File: src/rtl/fetch_unit_if.sv
// Instruction-memory request/acknowledge bus between the fetch stage and imem.
interface fetch_unit_if;
  logic        imem_req;
  logic [31:0] imem_addr;
  logic        imem_ack;
  logic [31:0] imem_rdata;

  // Fetch stage issues requests.
  modport master (
    output imem_req,
    output imem_addr,
    input  imem_ack,
    input  imem_rdata
  );

  // Instruction memory answers them.
  modport slave (
    input  imem_req,
    input  imem_addr,
    output imem_ack,
    output imem_rdata
  );
endinterface

File: src/rtl/fetch_unit.sv
// RV32I instruction fetch stage: owns the PC, fetches over a req/ack bus,
// exposes decode fields and computes the next PC on retire.
module fetch_unit #(
  parameter logic [31:0] RESET_PC = 32'h0000_0000,
  parameter logic [31:0] NOP_INST = 32'h0000_0013
) (
  input  logic          clk,
  input  logic          rst,
  input  logic [1:0]    npc_op,
  input  logic          br_taken,
  input  logic [31:0]   imm,
  input  logic [31:0]   rs1_val,
  input  logic          retire,
  fetch_unit_if.master  imem,
  output logic [31:0]   pc,
  output logic [31:0]   pc4,
  output logic [31:0]   inst,
  output logic          inst_valid,
  output logic [6:0]    opcode,
  output logic [2:0]    funct3,
  output logic [6:0]    funct7,
  output logic [4:0]    rs1_addr,
  output logic [4:0]    rs2_addr,
  output logic [4:0]    rd_addr,
  output logic          misalign,
  output logic [31:0]   misalign_addr,
  output logic [31:0]   retire_cnt
);

  localparam logic [1:0] NpcPc4  = 2'b00;
  localparam logic [1:0] NpcBra  = 2'b01;
  localparam logic [1:0] NpcJal  = 2'b10;
  localparam logic [1:0] NpcJalr = 2'b11;

  typedef enum logic [1:0] {StIdle, StFetch, StExec, StTrap} state_e;

  state_e      state_q, state_d;
  logic [31:0] pc_q, pc_d;
  logic [31:0] inst_q, inst_d;
  logic        mis_q, mis_d;
  logic [31:0] mis_addr_q, mis_addr_d;
  logic [31:0] cnt_q, cnt_d;

  logic [31:0] pc_plus4;
  logic [31:0] pc_plus_imm;
  logic [31:0] jalr_tgt;
  logic [31:0] npc;

  // Candidate next-PC values and the decoder-selected target.
  always_comb begin
    pc_plus4    = pc_q + 32'd4;
    pc_plus_imm = pc_q + imm;
    jalr_tgt    = (rs1_val + imm) & 32'hFFFF_FFFE;
    npc         = pc_plus4;
    unique case (npc_op)
      NpcPc4:  npc = pc_plus4;
      NpcBra:  npc = br_taken ? pc_plus_imm : pc_plus4;
      NpcJal:  npc = pc_plus_imm;
      NpcJalr: npc = jalr_tgt;
    endcase
  end

  // Next-state logic: fetch handshake, retire handling and misalign trap.
  always_comb begin
    state_d    = state_q;
    pc_d       = pc_q;
    inst_d     = inst_q;
    mis_d      = mis_q;
    mis_addr_d = mis_addr_q;
    cnt_d      = cnt_q;
    unique case (state_q)
      StIdle: state_d = StFetch;
      StFetch: begin
        if (imem.imem_ack) begin
          inst_d  = imem.imem_rdata;
          state_d = StExec;
        end
      end
      StExec: begin
        if (retire) begin
          cnt_d  = cnt_q + 32'd1;
          // Drop back to NOP so decode fields read as a bubble.
          inst_d = NOP_INST;
          if (npc[1:0] == 2'b00) begin
            pc_d    = npc;
            state_d = StFetch;
          end else begin
            // PC stays on the faulting instruction; only reset leaves the trap.
            mis_d      = 1'b1;
            mis_addr_d = npc;
            state_d    = StTrap;
          end
        end
      end
      StTrap: state_d = StTrap;
    endcase
  end

  // State registers with synchronous reset.
  always_ff @(posedge clk) begin
    if (rst) begin
      state_q    <= StIdle;
      pc_q       <= RESET_PC;
      inst_q     <= NOP_INST;
      mis_q      <= 1'b0;
      mis_addr_q <= 32'd0;
      cnt_q      <= 32'd0;
    end else begin
      state_q    <= state_d;
      pc_q       <= pc_d;
      inst_q     <= inst_d;
      mis_q      <= mis_d;
      mis_addr_q <= mis_addr_d;
      cnt_q      <= cnt_d;
    end
  end

  // Outputs are decoded from state and sliced from the held instruction.
  always_comb begin
    imem.imem_req  = (state_q == StFetch);
    imem.imem_addr = pc_q;
    pc             = pc_q;
    pc4            = pc_plus4;
    inst           = inst_q;
    inst_valid     = (state_q == StExec);
    opcode         = inst_q[6:0];
    rd_addr        = inst_q[11:7];
    funct3         = inst_q[14:12];
    rs1_addr       = inst_q[19:15];
    rs2_addr       = inst_q[24:20];
    funct7         = inst_q[31:25];
    misalign       = mis_q;
    misalign_addr  = mis_addr_q;
    retire_cnt     = cnt_q;
  end

endmodule

File: src/flat_wrapper.sv
// flat-port wrapper written by rule: the top's interface ports become plain ports
module fetch_unit_flat 
#(
  parameter logic [31:0] RESET_PC = 32'h0000_0000,
  parameter logic [31:0] NOP_INST = 32'h0000_0013
)
  (clk, rst, npc_op, br_taken, imm, rs1_val, retire, pc, pc4, inst, inst_valid, opcode, funct3, funct7, rs1_addr, rs2_addr, rd_addr, misalign, misalign_addr, retire_cnt, imem_imem_req, imem_imem_addr, imem_imem_ack, imem_imem_rdata);
  fetch_unit_if imem_i ();
  input  logic clk;
  input  logic rst;
  input  logic [1:0] npc_op;
  input  logic br_taken;
  input  logic [31:0] imm;
  input  logic [31:0] rs1_val;
  input  logic retire;
  output logic [31:0] pc;
  output logic [31:0] pc4;
  output logic [31:0] inst;
  output logic inst_valid;
  output logic [6:0] opcode;
  output logic [2:0] funct3;
  output logic [6:0] funct7;
  output logic [4:0] rs1_addr;
  output logic [4:0] rs2_addr;
  output logic [4:0] rd_addr;
  output logic misalign;
  output logic [31:0] misalign_addr;
  output logic [31:0] retire_cnt;
  output wire logic [$bits(imem_i.imem_req)-1:0] imem_imem_req;
  output wire logic [$bits(imem_i.imem_addr)-1:0] imem_imem_addr;
  input wire logic [$bits(imem_i.imem_ack)-1:0] imem_imem_ack;
  input wire logic [$bits(imem_i.imem_rdata)-1:0] imem_imem_rdata;
  assign imem_imem_req = imem_i.imem_req;
  assign imem_imem_addr = imem_i.imem_addr;
  assign imem_i.imem_ack = imem_imem_ack;
  assign imem_i.imem_rdata = imem_imem_rdata;
  fetch_unit #(.RESET_PC(RESET_PC), .NOP_INST(NOP_INST)) u_core (.clk(clk), .rst(rst), .npc_op(npc_op), .br_taken(br_taken), .imm(imm), .rs1_val(rs1_val), .retire(retire), .imem(imem_i), .pc(pc), .pc4(pc4), .inst(inst), .inst_valid(inst_valid), .opcode(opcode), .funct3(funct3), .funct7(funct7), .rs1_addr(rs1_addr), .rs2_addr(rs2_addr), .rd_addr(rd_addr), .misalign(misalign), .misalign_addr(misalign_addr), .retire_cnt(retire_cnt));
endmodule
File: config.mk
export PLATFORM = sky130hd
export DESIGN_NAME = fetch_unit_flat
export DESIGN_NICKNAME = d
export VERILOG_FILES = /design/src/rtl/fetch_unit_if.sv /design/src/rtl/fetch_unit.sv /design/src/flat_wrapper.sv
export SDC_FILE = /design/constraint.sdc
export NUM_CORES = 1
export LEC_CHECK = 0
export ABC_CLOCK_PERIOD_IN_PS = 3070
export BUFFER_PORTS_ARGS = -buffer_cell sky130_fd_sc_hd__buf_4
export CAP_MARGIN = 20
export CELL_PAD_IN_SITES_DETAIL_PLACEMENT = 0
export CELL_PAD_IN_SITES_GLOBAL_PLACEMENT = 2
export CORE_MARGIN = 5
export CORE_UTILIZATION = 28
export DETAILED_ROUTE_END_ITERATION = 12
export GPL_TIMING_DRIVEN = 0
export PLACE_DENSITY_LB_ADDON = 0.1
export SYNTH_ARGS = -nofsm -noshare
export SYNTH_HDL_FRONTEND = slang
export SYNTH_SLANG_ARGS = --single-unit
export TNS_END_PERCENT = 30
File: constraint.sdc
create_clock -name clk -period 3.07 [get_ports clk]
set_input_delay 0.1535 -clock clk [delete_from_list [all_inputs] [get_ports clk]]
set_output_delay 0.1535 -clock clk [all_outputs]
set_load 0.1 [all_outputs]
; After elaboration in Yosys (flattened, before gate mapping)
; Cells that the tools add are included.
; W data, S select, Z words.
[totals]
latch_bits = 0
ram_bits = 0
wordCells = 37
rom_bits = 0
n_memories = 0
output_inout_bits = 227
regBits = 131
[classes]
n_mux = 9
n_shift = 0
n_div = 0
reduce_logical = 9
add_sub_neg = 4
bitwise_logic = 1
n_eq_ne = 8
n_lt_le_gt_ge = 0
multipliers = 0
[ops]
columns = operator, n
row1 = $pmux W32 S4, 1
row2 = $mux W32, 3
row3 = $add A32 B32 Y32, 2
row4 = $pmux W32 S2, 1
row5 = $add A32 B1 Y32 const B, 1
row6 = $add A32 B3 Y32 const B, 1
row7 = $reduce_and A3 Y1, 3
row8 = $eq A2 B2 Y1 const B, 4
row9 = $pmux W2 S4, 1
row10 = $logic_not A2 Y1, 3
row11 = $mux W2, 3
row12 = $eq A2 B1 Y1 const B, 2
row13 = $reduce_and A2 Y1, 2
row14 = $ne A2 B1 Y1 const B, 1
row15 = $ne A2 B2 Y1 const B, 1
row16 = $reduce_bool A2 Y1, 1
row17 = $not A1 Y1, 1

; Depth between registers and ports, before layout
; Gate-level depths: netlist of run 1.
[depth]
ltp_word = 7
ltp_mapped = 11
mapped_depth_nobuf = 11

; Worst setup path after synthesis of run 1
; No wires, ideal clock.
[synth_path]
path_type = register to register
startpoint = register u_core.pc_q[2] (netlist: u_core.imem.imem_addr[2])
endpoint = register u_core.pc_q[20] (netlist: u_core.imem.imem_addr[20])
path_slack_ns = -1.682
setup_ns = 0.088
synth_period_minus_slack_ns = 4.752
stages_incl_launch_ff = 8
t_arrival_ns = 4.664
cell_sequence = dfxtp_1 ha_1 nand3_1 nor4_1 nand4_1 xnor2_1 a221oi_1 a211oi_1
[synth_via]
elab_chain_cells = 3
elab_cells_between_ends = 4
[synth_lines]
columns = item, line
row1 = from (decl), fetch_unit.sv:38  ; logic [31:0] pc_q, pc_d;
row2 = from (signal assigned), fetch_unit.sv:110  ; pc_q <= pc_d;
row3 = $add A32 B3 Y32 (*), fetch_unit.sv:51  ; pc_plus4 = pc_q + 32'd4;
row4 = named net pc4[20], flat_wrapper.sv:17  ; output logic [31:0] pc4;
row5 = $mux W32, fetch_unit.sv:57  ; NpcBra: npc = br_taken ? pc_plus_imm : pc_plus4;
row6 = $pmux W32 S4 (*), fetch_unit.sv:55  ; unique case (npc_op)
; Mark *: on every way through the listed nets, which the timed path passes. The rest lies on a longest branch.
; A chain may end at the register's enable or synchronous reset.

; Final worst setup path of run 1
[layout_path]
startpoint = register u_core.pc_q[0] (netlist: u_core.imem.imem_addr[0])
endpoint = register u_core.pc_q[26] (netlist: u_core.imem.imem_addr[26])
[layout_via]
elab_chain_cells = 5
elab_cells_between_ends = 6
[layout_lines]
columns = item, line
row1 = $add A32 B3 Y32 or $add A32 B32 Y32 (tied branches), "fetch_unit.sv:51, fetch_unit.sv:52"
row2 = $mux W32, fetch_unit.sv:57
row3 = $pmux W32 S4 (*), fetch_unit.sv:55
row4 = $logic_not A2 Y1, fetch_unit.sv:84  ; if (npc[1:0] == 2'b00) begin
row5 = $reduce_and A3 Y1 (no line), -
; Every way passes the cells marked *; elsewhere a longest branch is shown, timed or not.

==> results of run 1 <==
==> synthesized netlist by cell type, types with 3 or more instances <==
| cell type | instances | area share |
|---|---|---|
| nor2b_1 | 3 | 0.0020 |
| buf_2 | 9 | 0.0047 |
| or2_2 | 6 | 0.0039 |
| o21bai_1 | 8 | 0.0063 |
| ha_1 | 63 | 0.082 |
| a311oi_1 | 8 | 0.0073 |
| and3_1 | 16 | 0.010 |
| or3_1 | 7 | 0.0046 |
| dfxtp_1 | 131 | 0.27 |
| a221oi_1 | 16 | 0.015 |
| o21a_1 | 7 | 0.0055 |
| o31a_1 | 3 | 0.0027 |
| nor2_1 | 185 | 0.072 |
| o21ai_0 | 39 | 0.020 |
| a41oi_1 | 4 | 0.0037 |
| a211oi_1 | 63 | 0.049 |
| a31oi_1 | 7 | 0.0046 |
| and2_1 | 7 | 0.0046 |
| nand4_1 | 25 | 0.016 |
| o31ai_1 | 4 | 0.0031 |
| buf_1 | 3 | 0.0012 |
| nand2_1 | 86 | 0.034 |
| xor2_1 | 50 | 0.046 |
| nor3_1 | 18 | 0.0094 |
| and4_1 | 7 | 0.0064 |
| a21o_1 | 26 | 0.020 |
| mux2i_1 | 4 | 0.0042 |
| a21oi_1 | 80 | 0.042 |
| clkbuf_1 | 51 | 0.020 |
| inv_1 | 14 | 0.0055 |
| nand3_1 | 35 | 0.018 |
| a22oi_1 | 34 | 0.027 |
| o22ai_1 | 4 | 0.0026 |
| buf_4 | 66 | 0.052 |
| a21boi_0 | 3 | 0.0024 |
| xnor2_1 | 51 | 0.047 |
| o21ai_1 | 3 | 0.0016 |
| o211ai_1 | 3 | 0.0024 |
| nand2b_1 | 9 | 0.0059 |
==> cells by family (layout without fill, tap and decap cells) <==
group	count (synthesis)	after routing
xor gates and xnor gates	102	102
muxes	6	6
DFF	131	131
AOI/OAI and AO/OA	343	343
adders and majority gates	65	65
buffers and inverters	144	535
and+or+nand+nor	422	422
==> layer usage <==
metal	vias up	track usage
li1	5113	-
met1	4808	0.292
met2	303	0.350
met3	38	0.0388
met4	0	0.0460
met5	-	0
==> layout make-up <==
cell class / count / area (um^2) / share of cell area
Clock inverter: 14 / 108 / 0.00765
Clock buffer: 18 / 429 / 0.0305
Inverter: 14 / 52.6 / 0.00374
Tap cell: 448 / 561 / 0.0399
Sequential cell: 131 / 2680 / 0.191
Multi-Input combinational cell: 938 / 6700 / 0.476
Timing Repair Buffer: 361 / 2790 / 0.199
Buffer: 128 / 739 / 0.0526
==> power by group through the flow <==
stage                     Sequential (mW)  Combinational [mW]  Clock (mW)
final                                1.80                1.91        1.86
after global routing                 1.81                2.03        1.98
after CTS                            1.80                1.90        1.89
after detailed placement             1.84                1.84           0
after global placement               1.84                1.84           0
after floorplan                      2.12                1.02           0
==> worst max-delay path: cells and delay by family, from the launching register on <==
kind,cells,cell delay [ns]
AOI/OAI and AO/OA,7,1.39
muxes,1,0.37
and+or+nand+nor,1,0.12
adders and majority gates,2,0.64
DFF,1,0.37
==> registers in the layout, indices dropped and copies added (netlist names) <==
signal and cells:
u_core.imem.imem_addr 32, u_core.inst 32, u_core.misalign 1, u_core.misalign_addr 32
u_core.retire_cnt 32, u_core.state_q 2
==> worst max-delay path by stage <==
| stage | start | to | slack [ns] | cells after the start |
|---|---|---|---|---|
| after global routing | u_core.imem.imem_addr[0] | u_core.misalign_addr[26] | -0.02 | 11 |
| after floorplan | u_core.imem.imem_addr[7] | u_core.imem.imem_addr[31] | -0.09 | 9 |
| after global placement | imm[0] | u_core.misalign_addr[26] | -0.53 | 12 |
| after detailed placement | imm[0] | u_core.misalign_addr[26] | -0.52 | 12 |
| after CTS | u_core.imem.imem_addr[7] | pc4[29] | -0.04 | 7 |
| final | u_core.imem.imem_addr[0] | u_core.imem.imem_addr[26] | 0.08 | 11 |
==> timing repair <==
| item | in CTS | in global routing |
|---|---|---|
| setup endpoints to repair | 32 | 27 |
| resized for setup | 24 | 23 |
| hold buffers | 31 | 0 |
| setup buffers | 2 | 2 |
| endpoints found under the hold margin | 31 | 0 |
| pin swaps | 5 | 9 |
==> flow_summary_export.csv, run 1 <==
group,metric,value,unit
run_status,outcome,"completed",
clock_tree,path_clk_slew,0.06,ns
critical_path,cpPeakStageDelay,0.41,ns
global_route,grt_pass1_wl,63.1,mm
critical_path,critPathRequiredTime,3.40,ns
detailed_routing,antenna_left,0,
critical_path,r2r-end,"u_core.imem.imem_addr[26]",
placement,placed_cell_area,13000,um^2
detailed_routing,routed_wl,42.3,mm
detailed_routing,drt_first_pass_iters,5,
timing,min_period,2.99,ns
synthesis,synthSimpleGateAreaFrac,0.205,
timing,max_clock_freq,334,MHz
detailed_routing,drt_iter0_drc,521,
synthesis,synth_compound_area_frac,0.250,
clock_tree,cts_buffer_depth,2,
critical_path,crit_type,"flip-flop to flip-flop",
synthesis,muxShareOfSynthArea,0.00653,
timing,finalCritPeriodShare,0.974,
global_route,grt_max_degree,17,
global_route,track_usage,0.213,
cells_and_area,fin_area,14100,um^2
placement,placed_cells,1987,
detailed_routing,wl_met1,20.1,mm
clock_tree,numCtsBuffers,17,
cells_and_area,final_common_cell,"buf_4",
synthesis,synth_cell_types,80,
floorplanning,die_h,195,um
hold_path,min_path_cells,3,
critical_path,worstReg2RegStart,"u_core.imem.imem_addr[0]",
floorplanning,die-area,38000,um^2
synthesis,ys_seq_area_frac,0.274,
synthesis,synthArstFlopShare,0,
cells_and_area,final_cell_mix,"buf_4, nor2_1, dfxtp_1",
clock_tree,ctsHtreeMaxLevel,4,
power,sequentialPowerShare,0.324,
clock_tree,insertion_delay,0.43,ns
detailed_routing,wl_met2,19.6,mm
synthesis,post_synth_fa_ha_maj_area_fraction,0.0865,
cells_and_area,nFillCells,3447,
clock_tree,cts_tree,"yes",
power,p_total,5.57,mW
synthesis,synth_top_family_by_area,"compound AO/OA/AOI/OAI gates",
power,peakVddDrop,0.000342,V
critical_path,path_cells,"ha_2, fa_2, a211oi_4, o21ai_4, a21oi_4, o41ai_4, a21oi_4, mux2_2, nor2_2, a2111oi_4, a211oi_1",
critical_path,slowest_stage,"fa_2",
synthesis,yosys_warnings,0,
cells_and_area,layout.cells.non_filler,2052,
detailed_routing,via_per_inst,5.00,
detailed_routing,drc_errors,0,
hold_path,min_to,"u_core.inst[8]",
run,cap_violations,0,
timing,rsz0062_at_grt,"true",
power,power.switching,2.21,mW
placement,port_buffers,326,
floorplanning,start_util,0.285,
synthesis,synthCells,1213,
detailed_routing,vias,10300,
detailed_routing,drt-wirelength-per-cell,20.6,um
hold_path,hold_class,"input port to flip-flop",
power,p_sw_frac,0.397,
cells_and_area,area_growth,46.7,%
timing,setup_slack,0.0801,ns
floorplanning,std_cell_rows,67,
timing,slew_headroom,0.345,
detailed_routing,dr.max_layer_used,"met4",
placement,gp_congestion,0.901,
critical_path,reg2reg_depth,11,
critical_path,cp_max_fo,6,
clock_tree,cts_sinks,131,
critical_path,end_kind,"flip-flop",
synthesis,synth-edff-count,0,
power,p_int,3.35,mW
timing,clock-skew-final,0.0137,ns
synthesis,synth_xor_area_frac,0.0940,
synthesis,ys.flop_type,"dfxtp_1",
cells_and_area,final_util,0.418,
placement,dp_hpwl,34.9,mm
cells_and_area,final_layout_size_suffix_gt1_frac,0.344,
cells_and_area,nets,1759,
cells_and_area,num_antenna_cells,0,
clock_tree,cts_root_buffer,"clkbuf_16",
timing,worst_pin_slew,0.982,ns
synthesis,ys_seq_elements,131,
synthesis,syn_area,9580,um^2
power,power_frac_clock,0.333,
global_route,overflow,0,
timing,holdWs,0.0302,ns
floorplanning,pin_count,330,
critical_path,cp-start-kind,"flip-flop",
global_route,grt_pass1_vias,10000,
global_route,antenna_found_initial,0,
synthesis,synth_area_per_cell,7.90,um^2
synthesis,syn-num-nets,1381,
timing,finalHoldViolCount,0,
placement,dp_slack,-0.516,ns
power,leakage,6.23,nW
timing,setup_viol,0,
detailed_routing,wl_met3,1.93,mm
power,p_comb_frac,0.342,
floorplanning,fp.dieW,195,um
critical_path,cp_common_cell,"a21oi_4",
floorplanning,core_area,33600,um^2
power,power.density,396,nW/um^2
critical_path,cp.arrival,3.32,ns
hold_path,hold_start,"imem_imem_rdata[8]",
timing,final.setup.tns,0,ns
timing,final-max-slew-violation-count,0,
critical_path,ff2ff_setup_slack,0.08,ns
No activity file was read; power rests on OpenSTA's default activity.
==> inputs of run 2 (changes only) <==
ABC_CLOCK_PERIOD_IN_PS = 2700   (was 3070)
CORE_UTILIZATION = 26   (was 28)
REMOVE_ABC_BUFFERS = 1   (was unset)
clock period = 2.7 ns   (was 3.07 ns; I/O delays follow)
==> flow_summary_export.csv, run 2 (synthesized netlist as in run 1, its figures left out) <==
group,metric,value,unit
global_route,antenna_found_initial,0,
critical_path,cp_max_fo,3,
power,power.density,457,nW/um^2
timing,final.setup.tns,-0.110,ns
cells_and_area,num_antenna_cells,0,
timing,finalHoldViolCount,0,
critical_path,r2r-end,"u_core.imem.imem_addr[26]",
cells_and_area,area_growth,51.0,%
run_status,outcome,"finished, violations left",
clock_tree,cts_buffer_depth,2,
detailed_routing,routed_wl,41.2,mm
detailed_routing,wl_met1,19.1,mm
power,leakage,6.13,nW
timing,final-max-slew-violation-count,0,
floorplanning,die_h,202,um
global_route,grt_pass1_vias,9666,
placement,dp_hpwl,31.4,mm
clock_tree,numCtsBuffers,17,
power,peakVddDrop,0.000386,V
timing,slew_headroom,0.314,
cells_and_area,final_util,0.396,
clock_tree,insertion_delay,0.44,ns
cells_and_area,final_layout_size_suffix_gt1_frac,0.384,
timing,rsz0062_at_grt,"true",
critical_path,ff2ff_setup_slack,-0.04,ns
placement,gp_congestion,0.834,
detailed_routing,vias,9963,
global_route,grt_pass1_wl,60.6,mm
cells_and_area,final_common_cell,"buf_4",
clock_tree,cts_root_buffer,"clkbuf_16",
cells_and_area,fin_area,14500,um^2
placement,placed_cell_area,12100,um^2
placement,dp_slack,-0.768,ns
clock_tree,cts_tree,"yes",
floorplanning,die-area,40800,um^2
timing,worst_pin_slew,1.03,ns
power,p_total,6.62,mW
floorplanning,start_util,0.262,
detailed_routing,wl_met3,2.12,mm
placement,placed_cells,1888,
detailed_routing,antenna_left,0,
detailed_routing,drc_errors,0,
clock_tree,ctsHtreeMaxLevel,4,
placement,port_buffers,329,
critical_path,end_kind,"flip-flop",
timing,setup_viol,6,
cells_and_area,layout.cells.non_filler,1996,
critical_path,worstReg2RegStart,"u_core.imem.imem_addr[0]",
timing,holdWs,0.0377,ns
critical_path,cp-start-kind,"flip-flop",
critical_path,crit_start,"u_core.imem.imem_addr[0]",
detailed_routing,drt-wirelength-per-cell,20.6,um
detailed_routing,via_per_inst,4.99,
timing,min_period,2.74,ns
hold_path,min_to,"u_core.retire_cnt[10]",
hold_path,hold_start,"rst",
cells_and_area,nets,1683,
hold_path,min_path_cells,2,
critical_path,cp.arrival,3.08,ns
floorplanning,core_area,36500,um^2
detailed_routing,dr.max_layer_used,"met4",
timing,finalCritPeriodShare,1.01,
global_route,track_usage,0.190,
floorplanning,fp.dieW,202,um
timing,clock-skew-final,0.0107,ns
run,cap_violations,0,
critical_path,critPathRequiredTime,3.04,ns
hold_path,hold_class,"input port to flip-flop",
detailed_routing,wl_met2,19.2,mm
clock_tree,cts_sinks,131,
floorplanning,pin_count,330,
critical_path,reg2reg_depth,12,
detailed_routing,drt_iter0_drc,393,
global_route,overflow,0,
global_route,grt_max_degree,104,
run_status,violations,"negative setup slack",
timing,max_clock_freq,365,MHz
detailed_routing,drt_first_pass_iters,5,
floorplanning,std_cell_rows,70,
cells_and_area,final_cell_mix,"buf_4, nor2_1, dfxtp_1",
clock_tree,path_clk_slew,0.06,ns
critical_path,crit_type,"flip-flop to flip-flop",
timing,setup_slack,-0.0370,ns
[run 2: routing by layer]
metal  GRT usage  vias to the layer above
li1            -                     4958
met1       0.261                     4694
met2       0.306                      276
met3      0.0350                       35
met4      0.0515                        0
met5           0                        -
[run 2: worst max-delay path: stages (launching register included)]
cell and delay [ns]:
dfxtp_4 0.35, ha_4 0.16, fa_2 0.37, a211oi_4 0.29, o21ai_4 0.13, a21oi_4 0.19
o41ai_4 0.12, a21oi_4 0.23, buf_12 0.14, mux2_4 0.31, nor2_4 0.10, a2111oi_4 0.06
a211oi_1 0.19
[run 2: layout make-up]
class / instances / area [um^2]
inverters: 14 / 52.6
multi-input cells: 939 / 7140
flip-flops and latches: 131 / 2710
well taps: 468 / 586
fillers: 3795 / 22100
clock inverters: 12 / 131
repair buffers: 412 / 3410
clock buffers: 20 / 447
[run 2: where the power goes]
part / switching, mW / leakage [nW] / internal, mW / total (mW)
registers: 0.0646 / 1.08 / 1.97 / 2.04
clock network: 0.959 / 0.285 / 1.39 / 2.35
logic: 1.52 / 4.77 / 0.710 / 2.24
total: 2.55 / 6.13 / 4.07 / 6.62
[run 2: what timing repair did]
| item | in CTS | in global routing |
|---|---|---|
| endpoints found under the hold margin | 33 | 0 |
| pin swaps | 35 | 51 |
| buffers inserted | 27 | 16 |
| gates resized for setup | 148 | 100 |
| endpoints found under the setup margin | 63 | 56 |
| hold buffers | 33 | 0 |
| gates cloned | 0 | 1 |
[run 2: worst max path at each step]
stage                           endpoint
2_1_floorplan   u_core.misalign_addr[14]
3_3_place_gp   u_core.imem.imem_addr[29]
3_5_place_dp   u_core.imem.imem_addr[24]
4_1_cts        u_core.imem.imem_addr[24]
5_1_grt        u_core.imem.imem_addr[26]
6_report       u_core.imem.imem_addr[26]
==> inputs of run 3 (changes only) <==
ABC_AREA = 0   (was unset)
CORE_ASPECT_RATIO = 1.4   (was unset)
==> flow_summary_export.csv, run 3 (synthesized netlist as in run 1, its figures left out) <==
group,metric,value,unit
cells_and_area,nFillCells,3831,
timing,min_period,2.75,ns
timing,max_clock_freq,363,MHz
power,power.density,469,nW/um^2
timing,worst_pin_slew,1.03,ns
placement,gp_congestion,0.845,
power,leakage,6.11,nW
floorplanning,fp.dieW,172,um
detailed_routing,drc_errors,0,
cells_and_area,final_cell_mix,"buf_4, nor2_1, dfxtp_1",
timing,finalCritPeriodShare,1.02,
global_route,grt_pass1_vias,10100,
timing,rsz0062_at_grt,"true",
critical_path,critPathRequiredTime,2.99,ns
clock_tree,cts_root_buffer,"clkbuf_16",
power,peakVddDrop,0.000361,V
cells_and_area,num_antenna_cells,0,
critical_path,cp_common_cell,"a21oi_4",
detailed_routing,drt-wirelength-per-cell,20.3,um
clock_tree,numCtsBuffers,17,
critical_path,cp.arrival,3.04,ns
floorplanning,die_h,237,um
cells_and_area,final_common_cell,"buf_4",
detailed_routing,drt_iter0_drc,418,
timing,clock-skew-final,0.0133,ns
detailed_routing,antenna_left,0,
critical_path,ff2ff_setup_slack,-0.05,ns
hold_path,hold_class,"input port to flip-flop",
cells_and_area,final_layout_size_suffix_gt1_frac,0.388,
floorplanning,start_util,0.262,
timing,setup_slack,-0.0549,ns
global_route,overflow,0,
timing,final-max-slew-violation-count,0,
timing,slew_headroom,0.314,
global_route,grt_pass1_wl,59.5,mm
global_route,grt_max_degree,108,
detailed_routing,drt_first_pass_iters,4,
critical_path,cp_max_fo,4,
clock_tree,cts_tree,"yes",
clock_tree,insertion_delay,0.44,ns
run,cap_violations,0,
clock_tree,cts_buffer_depth,2,
critical_path,crit_type,"flip-flop to flip-flop",
placement,placed_cell_area,12100,um^2
critical_path,critPathBufInv,1,
cells_and_area,final_util,0.396,
critical_path,path_cells,"ha_4, fa_2, a211oi_4, o21ai_4, a21oi_4, o41ai_4, a21oi_4, buf_6, xor2_1, nor2_1, a221oi_2, a211oi_1",
floorplanning,pin_count,330,
global_route,track_usage,0.188,
cells_and_area,fin_area,14500,um^2
placement,dp_hpwl,31.1,mm
critical_path,cp-start-kind,"flip-flop",
detailed_routing,vias,10000,
timing,setup_viol,5,
critical_path,end_kind,"flip-flop",
floorplanning,die-area,40800,um^2
critical_path,critical-path-top-delay-family,"compound AO/OA/AOI/OAI gates",
floorplanning,std_cell_rows,83,
detailed_routing,routed_wl,40.5,mm
run_status,violations,"negative setup slack",
critical_path,cpPeakStageDelay,0.39,ns
global_route,antenna_found_initial,0,
detailed_routing,via_per_inst,5.02,
timing,finalHoldViolCount,0,
placement,port_buffers,329,
timing,final.setup.tns,-0.194,ns
critical_path,slowest_stage,"fa_2",
cells_and_area,area_growth,51.3,%
run_status,outcome,"finished, violations left",
floorplanning,core_area,36600,um^2
cells_and_area,nets,1681,
clock_tree,ctsHtreeMaxLevel,4,
clock_tree,cts_sinks,131,
clock_tree,path_clk_slew,0.06,ns
[run 3: path summary, 6_finish.rpt]
check                           startpoint                         to  cells past startpoint
setup / recovery  u_core.imem.imem_addr[0]  u_core.imem.imem_addr[22]                     12
hold / removal               imem_imem_ack          u_core.state_q[1]                      3
setup reg to reg  u_core.imem.imem_addr[0]  u_core.imem.imem_addr[22]                     12
hold reg to reg            u_core.misalign            u_core.misalign                      2
[run 3: final cells by class]
type	instances	area [um^2]	share of cell area
Tap cell	467	584	0.0403
Timing Repair Buffer	410	3410	0.235
Inverter	14	52.6	0.00363
Clock inverter	14	190	0.0131
Clock buffer	18	439	0.0303
Multi-Input combinational cell	939	7120	0.492
Sequential cell	131	2690	0.186
[run 3: what timing repair did]
action,CTS,global route
endpoints found under the hold margin,36,0
resized for setup,139,102
pin swaps,35,31
hold buffers,34,0
gates cloned,0,1
setup endpoints to repair,66,58
buffers inserted,28,9
[run 3: metrics by stage]
step	hold WS (ns)	worst slack, ns	power (mW)	instances
after floorplan	0.204	-3.10	3.47	1083
after CTS	0.0175	-0.135	6.80	1983
after global routing	0.0502	-0.181	7.09	1993
final	0.0445	-0.0549	6.80	1993
after detailed placement	0.381	-0.880	4.10	1889
after global placement	0.373	-6.50	4.07	1879
[run 3: per-layer routing]
metal	vias up	global-route usage	share of wire
met5	-	0	0
met4	0	0.0531	0.022
met2	249	0.334	0.51
met3	45	0.0276	0.046
li1	4963	-	-
met1	4750	0.232	0.42
[run 3: power by group]
part           internal (mW)  switching [mW]
clock network           1.51            1.02
logic                  0.713            1.51
registers               1.97          0.0641
[run 3: worst register-to-register path: cells and delay by family, from the launching register on]
family	cells	cell delay, ns
adders and majority gates	2	0.55
AOI/OAI and AO/OA	7	1.40
buffers and inverters	1	0.13
xor gates and xnor gates	1	0.13
and+or+nand+nor	1	0.06
DFF	1	0.35
